==> src/rtl/uart_receiver.sv <==
`default_nettype none
// ============================================================================
// Module   : uart_receiver
// Brief    : 8N1 UART receiver, mid-bit sampling, registered data/pulse outputs
// Revision : 1.0 - initial release
// ============================================================================
module uart_receiver #(
    parameter int CLOCKS_PER_BAUD = 16
) (
    input  logic       i_CLK,
    input  logic       i_RESET_N,
    input  logic       i_RX,
    output logic [7:0] o_DATA_OUT,
    output logic       o_RX_VALID,
    output logic       o_FRAME_ERROR,
    output logic       o_RX_BUSY
);

    localparam int c_CNT_W = (CLOCKS_PER_BAUD > 1) ? $clog2(CLOCKS_PER_BAUD) : 1;
    localparam logic [c_CNT_W-1:0] c_HALF = c_CNT_W'(CLOCKS_PER_BAUD / 2 - 1);
    localparam logic [c_CNT_W-1:0] c_FULL = c_CNT_W'(CLOCKS_PER_BAUD - 1);
    localparam logic [c_CNT_W-1:0] c_ONE  = c_CNT_W'(1);

    typedef enum logic [1:0] {
        IDLE  = 2'd0,
        START = 2'd1,
        DATA  = 2'd2,
        STOP  = 2'd3
    } state_t;

    logic               r_sync1;
    logic               r_sync2;
    logic               r_prev;
    state_t             r_state;
    state_t             w_state_nxt;
    logic [c_CNT_W-1:0] r_baud;
    logic [c_CNT_W-1:0] w_baud_nxt;
    logic [2:0]         r_bit;
    logic [2:0]         w_bit_nxt;
    logic [7:0]         r_shift;
    logic [7:0]         w_shift_nxt;
    logic [7:0]         r_data;
    logic [7:0]         w_data_nxt;
    logic               r_valid;
    logic               w_valid_nxt;
    logic               r_ferr;
    logic               w_ferr_nxt;
    logic               w_fall;

    // Only a genuine high-to-low transition arms a frame; a stuck-low line does not
    assign w_fall = r_prev & ~r_sync2;

    always_ff @(posedge i_CLK or negedge i_RESET_N) begin
        if (!i_RESET_N) begin
            r_sync1 <= 1'b1;
            r_sync2 <= 1'b1;
            r_prev  <= 1'b1;
            r_state <= IDLE;
            r_baud  <= '0;
            r_bit   <= '0;
            r_shift <= '0;
            r_data  <= '0;
            r_valid <= 1'b0;
            r_ferr  <= 1'b0;
        end else begin
            r_sync1 <= i_RX;
            r_sync2 <= r_sync1;
            r_prev  <= r_sync2;
            r_state <= w_state_nxt;
            r_baud  <= w_baud_nxt;
            r_bit   <= w_bit_nxt;
            r_shift <= w_shift_nxt;
            r_data  <= w_data_nxt;
            r_valid <= w_valid_nxt;
            r_ferr  <= w_ferr_nxt;
        end
    end

    always_comb begin
        w_state_nxt = r_state;
        w_baud_nxt  = r_baud;
        w_bit_nxt   = r_bit;
        w_shift_nxt = r_shift;
        w_data_nxt  = r_data;
        w_valid_nxt = 1'b0;
        w_ferr_nxt  = 1'b0;
        case (r_state)
            IDLE: begin
                w_baud_nxt = '0;
                if (w_fall) begin
                    w_state_nxt = START;
                end
            end
            START: begin
                if (r_baud == c_HALF) begin
                    w_baud_nxt  = '0;
                    w_bit_nxt   = '0;
                    w_state_nxt = r_sync2 ? IDLE : DATA;
                end else begin
                    w_baud_nxt = r_baud + c_ONE;
                end
            end
            DATA: begin
                if (r_baud == c_FULL) begin
                    w_baud_nxt  = '0;
                    w_shift_nxt = {r_sync2, r_shift[7:1]};
                    w_bit_nxt   = r_bit + 3'd1;
                    if (r_bit == 3'd7) begin
                        w_state_nxt = STOP;
                    end
                end else begin
                    w_baud_nxt = r_baud + c_ONE;
                end
            end
            STOP: begin
                // Returning to IDLE mid-stop-bit leaves half a bit to catch the next start edge
                if (r_baud == c_FULL) begin
                    w_baud_nxt  = '0;
                    w_state_nxt = IDLE;
                    if (r_sync2) begin
                        w_data_nxt  = r_shift;
                        w_valid_nxt = 1'b1;
                    end else begin
                        w_ferr_nxt = 1'b1;
                    end
                end else begin
                    w_baud_nxt = r_baud + c_ONE;
                end
            end
            default: begin
                w_state_nxt = IDLE;
            end
        endcase
    end

    assign o_DATA_OUT    = r_data;
    assign o_RX_VALID    = r_valid;
    assign o_FRAME_ERROR = r_ferr;
    assign o_RX_BUSY     = (r_state != IDLE);

endmodule
`default_nettype wire

==> config.mk <==
export PLATFORM = sky130hd
export DESIGN_NAME = uart_receiver
export DESIGN_NICKNAME = d
export VERILOG_FILES = /design/src/rtl/uart_receiver.sv
export SDC_FILE = /design/constraint.sdc
export NUM_CORES = 1
export LEC_CHECK = 0
export CORE_AREA = 2 2 62 46
export DETAILED_ROUTE_END_ITERATION = 16
export DIE_AREA = 0 0 64 48
export PLACE_DENSITY = 0.77
export SLEW_MARGIN = 20
export SYNTH_ARGS = -nofsm -noshare
export SYNTH_HDL_FRONTEND = slang
export SYNTH_SLANG_ARGS = --single-unit
==> constraint.sdc <==
create_clock -name i_CLK -period 1.73 [get_ports i_CLK]
set_input_delay 0.173 -clock i_CLK [delete_from_list [all_inputs] [get_ports i_CLK]]
set_output_delay 0.173 -clock i_CLK [all_outputs]
set_load 0.005 [all_outputs]
# ---- Yosys cells after proc, flatten, opt, wreduce, memory -nomap -nowiden
# Cells that the tools add are included.
dict set report word_totals {
  ram_bits 0
  word_cells 52
  out_inout_bits 11
  latchBits 0
  mem_bits_ro 0
  register_bits 30
  n_memories 0
}
dict set report op_classes {
  reduce_logical 8
  muxes 19
  div_mod_pow 0
  n_mul 0
  eq_ne 11
  n_bitwise 2
  shift 0
  magnitude_cmp 0
  n_addsub 2
}
# operator n
set op_table {}
lappend op_table {{2-to-1 mux 2 bit} 6}
lappend op_table {{case mux 4 bit (3 select lines)} 1}
lappend op_table {{!= test 2 bit, second input constant} 5}
lappend op_table {{2-to-1 mux 4 bit} 2}
lappend op_table {{case mux 2 bit (4 select lines)} 1}
lappend op_table {{2-to-1 mux 1 bit} 6}
lappend op_table {{2-to-1 mux 3 bit} 2}
lappend op_table {{case mux 3 bit (2 select lines)} 1}
lappend op_table {{AND reduction 3 bit} 2}
lappend op_table {{AND reduction 5 bit} 1}
lappend op_table {{adder 4 x 1 -> 4 bit, second input constant} 1}
lappend op_table {{== test 2 bit, second input constant} 2}
lappend op_table {{== test 4 x 3 -> 1 bit, second input constant} 1}
lappend op_table {{== test 4 bit, second input constant} 1}
lappend op_table {{nonzero test 2 bit} 2}
lappend op_table {{adder 3 x 1 -> 3 bit, second input constant} 1}
lappend op_table {{== test 3 bit, second input constant} 1}
lappend op_table {{== test 2 x 1 -> 1 bit, second input constant} 1}
lappend op_table {{zero test 2 bit} 1}
lappend op_table {{AND reduction 2 bit} 1}
lappend op_table {{OR reduction 2 bit} 1}
lappend op_table {{bitwise AND 1 bit} 1}
lappend op_table {{inverter 1 bit} 1}

# ---- Longest topological paths before layout
dict set report depth {
  depth_word 4
  ltp_mapped 6
}

# ---- Worst setup path after synthesis
# No wires, ideal clock.
dict set report synth_timing {
  path_kind {reg2reg}
  from {register r_baud[0]}
  to {register r_shift[0]}
  setup_slack_ns 0.148
  setup_ns 0.125
  arrival_time_ns 1.457
  path_stages_with_launch 7
  path_cell_list {dfrtp_1 ha_1 buf_4 nand3_4 nor3b_2 buf_4 mux2_2}
}
dict set report synth_via {
  elab_chain_cells 2
}
# item line
set synth_lines {}
lappend synth_lines {{start, declared} 36} ;# logic [c_CNT_W-1:0] r_baud;
lappend synth_lines {{start signal, assigned} 70} ;# r_baud <= w_baud_nxt;
lappend synth_lines {{== test 4 bit} 104} ;# if (r_baud == c_FULL) begin
lappend synth_lines {{AND reduction 2 bit (no line)} n/a}
lappend synth_lines {{end signal, assigned} 72} ;# r_shift <= w_shift_nxt;
lappend synth_lines {{end, declared} 40} ;# logic [7:0] r_shift;
# No other way between the ends.
# A chain may end at the register's enable or synchronous reset.

==> results.txt <==
The run finished with clean final reports. The kind of critical path is flip-flop to primary output. The HPWL reported at the end of detailed placement is 1360 um. The global-route usage over all layers came out at 16.7%. After global routing the overflow that remains totals 0.

The die covers 3070 sq um. The final critical path time including I/O delays and setup is 1.68 ns. The cell type of the slowest stage on the worst timing path is sky130_fd_sc_hd__clkdlybuf4s50_1. The worst endpoint data arrival time came out at 1.51 ns. The worst setup path is captured at a primary output. The timing-limited maximum frequency came out at 594 MHz. In the synthesized netlist the dominant register cell turns out to be sky130_fd_sc_hd__dfrtp_1. The average cell area after synthesis came out at 13.3 sq um. The number of H-tree branching levels is 2. STA classifies the critical path startpoint as a flip-flop.

Walking the worst path, the cells encountered are or2_2 -> clkdlybuf4s50_1. The number of global-route vias before repair came out at 734. The required time of the critical path came out at 1.56 ns.

The number of distinct standard cells referenced by the synthesized netlist is 32. For this configuration, the core starts out at a cell density of 53.3%. The switching portion of total power is 29.0%. The relative max-transition margin came out at 75.5%. The post-synthesis to final-layout area growth came out at 21.9%. The final weighted congestion of routability-driven global placement came out at 0.796. The number of optimization iterations in the first detailed-route pass is 6. The total of warnings raised by yosys is 0. The clock network is responsible for 30.0% of the overall power. Once detail routing completed, the nets flagged for antenna violations numbered 0. The deepest clock path buffer count came out at 2.

The proportion of power drawn by combinational gates came out at 24.8%. The initial antenna violation count was 0. The cell area after synthesis is 1290 sq um. The net count reported at finish came out at 125. The number of storage elements in the synthesis netlist came out at 30. The final design utilization is 65.0%.

The final clock skew came out at 0.00756 ns. The cell count after synthesis came out at 97. Across the run, the number of max-cap violations was 0. The number of filler instances in the final layout is 190. The detailed-route via count came out at 779. The total instance count after detailed placement came out at 144. The count of input and output buffers is 13. The instance area after placement came out at 1470 sq um. Setup violations remaining at the end of the flow were counted as 0. Summing internal, switching and leakage power gives 1910 uW. The register-to-register path setup slack is 0.13 ns.

The TritonCTS buffer count is 5. The largest net degree at the start of global routing is 31. After routing the design area is 1570 sq um. For this design the total switching power over the nets is 554 uW. The clock slew at the register clock pins of the worst setup and hold paths came out at 0.09 ns. The number of DRC markers in iteration 0 is 45. The depth of the worst register-to-register path is 5.

The cell sitting at the root of the clock tree is a sky130_fd_sc_hd__clkbuf_4. The internal cell power is 1360 uW. The non-filler instance count after layout came out at 154.

The worst supply voltage drop on vdd came out at 0.000802 V. TritonCTS built the clock tree. The site row count is 15. The number of nets handed over by synthesis was 103. The number of buffers and inverters on the critical path is 1.

The post-route setup TNS came out at 0 ns. The final period utilization came out at 97.3%. The detail-routed via count per cell is 5.06. The clock latency reported for the late side of the worst-skew pair is 0.32 ns. The core footprint is 2420 sq um. The fraction of layout cells with a size suffix above 1 came out at 34.2%. The endpoint identified for the worst register-to-register timing path is r_shift[6]. The analysis attributes to cell leakage a power of 0.000723 uW. The final count of pins violating max slew is 0. The number of sinks driven by the clock tree came out at 30. For the pin with the worst max-slew slack, the measured transition is 0.367 ns. The number of diodes added for antenna fixing came out at 0. The worst register-to-register path begins at r_baud[0]. For this run, the register share of the synthesized area comes to 58.4%. The post-detailed-routing wire length is 2060 um.

The critical path ends at o_RX_BUSY. The critical path crosses 2 cells after its start point. The power share of the sequential group is 45.2%.

The share of flip-flops with an asynchronous set or reset after synthesis came out at 100%. The power density over cell area came out at 1210 nW/um^2. 14 I/O pins were placed.

The number of synthesized flops with an enable pin is 0. The die extent in y is 48 um. The number of buffers added to fix hold violations after cts came out at 0. The maximum fanout encountered on the critical timing path came out at 3.

The global-route wire length before repair came out at 3590 um. The class of the most critical hold timing path is primary input to asynchronous set/reset pin. The final count of hold timing violations came out at 0. In this run the horizontal extent of the chip is 64 um.

Grouping stages by cell kind, the critical path spends the most delay in buffers and inverters. In the final routed layout, each cell accounts on average for 13.4 um. In the routed design, unresolved DRC markers number 0.

For this run, the slowest stage of the critical path takes 0.45 ns.
==> cell usage in the layout, fill, tap and decap left out, types with 3 or more instances in the layout <==
cell / count
sky130_fd_sc_hd__dfrtp_1: 25
sky130_fd_sc_hd__mux2_2: 16
sky130_fd_sc_hd__clkdlybuf4s50_1: 13
sky130_fd_sc_hd__buf_4: 8
sky130_fd_sc_hd__a21oi_1: 6
sky130_fd_sc_hd__clkbuf_4: 5
sky130_fd_sc_hd__a211oi_1: 4
sky130_fd_sc_hd__inv_1: 3
sky130_fd_sc_hd__nand2_1: 3
sky130_fd_sc_hd__nor2_1: 3
sky130_fd_sc_hd__ha_1: 3
sky130_fd_sc_hd__dfstp_2: 3
==> logic make-up after synthesis <==
group | Yosys count | share of synthesized area [%]
flip-flops | 30 | 58.4
buffers and inverters | 9 | 3.78
adder cells (fa/ha/maj) | 3 | 2.91
AND/OR/NAND/NOR | 22 | 12.1
multiplexers | 16 | 14.0
XOR/XNOR | 1 | 0.678
AO/OA/AOI/OAI | 16 | 8.14
==> layout make-up <==
| class | count | area [sq um] | share of cell area [%] |
|---|---|---|---|
| Tap cell | 34 | 42.5 | 2.70 |
| Clock buffer | 7 | 55.1 | 3.50 |
| Timing Repair Buffer | 21 | 190 | 12.1 |
| Clock inverter | 1 | 30.0 | 1.91 |
| Sequential cell | 30 | 757 | 48.1 |
| Multi-Input combinational cell | 58 | 488 | 31.0 |
| Inverter | 3 | 11.3 | 0.715 |
==> worst min path at each step <==
stage,start,cells past startpoint,slack (ns),endpoint
after floorplan,i_RESET_N,0,-0.12,asynchronous set/reset pin
after global placement,r_sync1,0,0.35,r_sync2
after detailed placement,r_sync1,0,0.35,r_sync2
after CTS,i_RESET_N,2,0.22,o_DATA_OUT[6]
after global routing,i_RX,1,0.23,r_sync1
final,i_RESET_N,2,0.23,r_baud[0]
==> worst register-to-register path: stages, from the launching register on <==
cell and delay [ns]:
sky130_fd_sc_hd__dfrtp_1 0.40, sky130_fd_sc_hd__ha_1 0.24, sky130_fd_sc_hd__nand3_4 0.11, sky130_fd_sc_hd__nor3b_2 0.17, sky130_fd_sc_hd__buf_4 0.20, sky130_fd_sc_hd__mux2_2 0.35
==> power groups by stage <==
stage	sequential (uW)	combinational, uW	clock, uW
2_1_floorplan	830	367	0
3_3_place_gp	891	406	0
3_5_place_dp	894	410	0
4_1_cts	863	452	587
5_1_grt	875	543	629
6_report	863	475	574
==> sequential cells by signal (all words and copies together), names as in the netlist, named ones only <==
| signal | count |
|---|---|
| o_DATA_OUT | 8 |
| o_FRAME_ERROR | 1 |
| o_RX_VALID | 1 |
| r_baud | 4 |
| r_bit | 3 |
| r_prev | 1 |
| r_shift | 8 |
| r_state | 1 |
| r_sync1 | 1 |
| r_sync2 | 1 |
==> through the flow <==
step,worst slack (ns),hold slack (ns)
floorplan,0.148,-0.123
global placement,0.189,0.347
detailed placement,0.139,0.349
CTS,0.0239,0.223
global route,-0.00966,0.229
finish,0.0464,0.225
==> what timing repair did <==
item                                    in CTS  in global routing
endpoints found under the setup margin       1                  1
setup buffers                                1                  1
resized for setup                            1                  1
pin swaps                                    0                  0
==> synthesized netlist by cell type, types with 2 or more instances <==
library cell,number,share of area [%]
sky130_fd_sc_hd__nor2_1,3,0.87
sky130_fd_sc_hd__nand2_1,3,0.87
sky130_fd_sc_hd__ha_1,3,2.9
sky130_fd_sc_hd__dfrtp_1,27,52
sky130_fd_sc_hd__nand3_1,2,0.78
sky130_fd_sc_hd__inv_1,3,0.87
sky130_fd_sc_hd__mux2_2,16,14
sky130_fd_sc_hd__dfstp_2,3,6.1
sky130_fd_sc_hd__a21oi_1,6,2.3
sky130_fd_sc_hd__a211oi_1,4,2.3
sky130_fd_sc_hd__and2_1,2,0.97
sky130_fd_sc_hd__clkbuf_1,2,0.58
sky130_fd_sc_hd__buf_4,4,2.3
==> metal layers <==
metal | track usage [%] | share of wire [%] | vias to the layer above
li1 | - | - | 387
met2 | 22.7 | 44 | 12
met5 | 0 | 0 | -
met4 | 11.7 | 1.6 | 0
met1 | 23.4 | 50 | 376
met3 | 4.94 | 3.6 | 4
No activity file was read; power rests on OpenSTA's default activity.
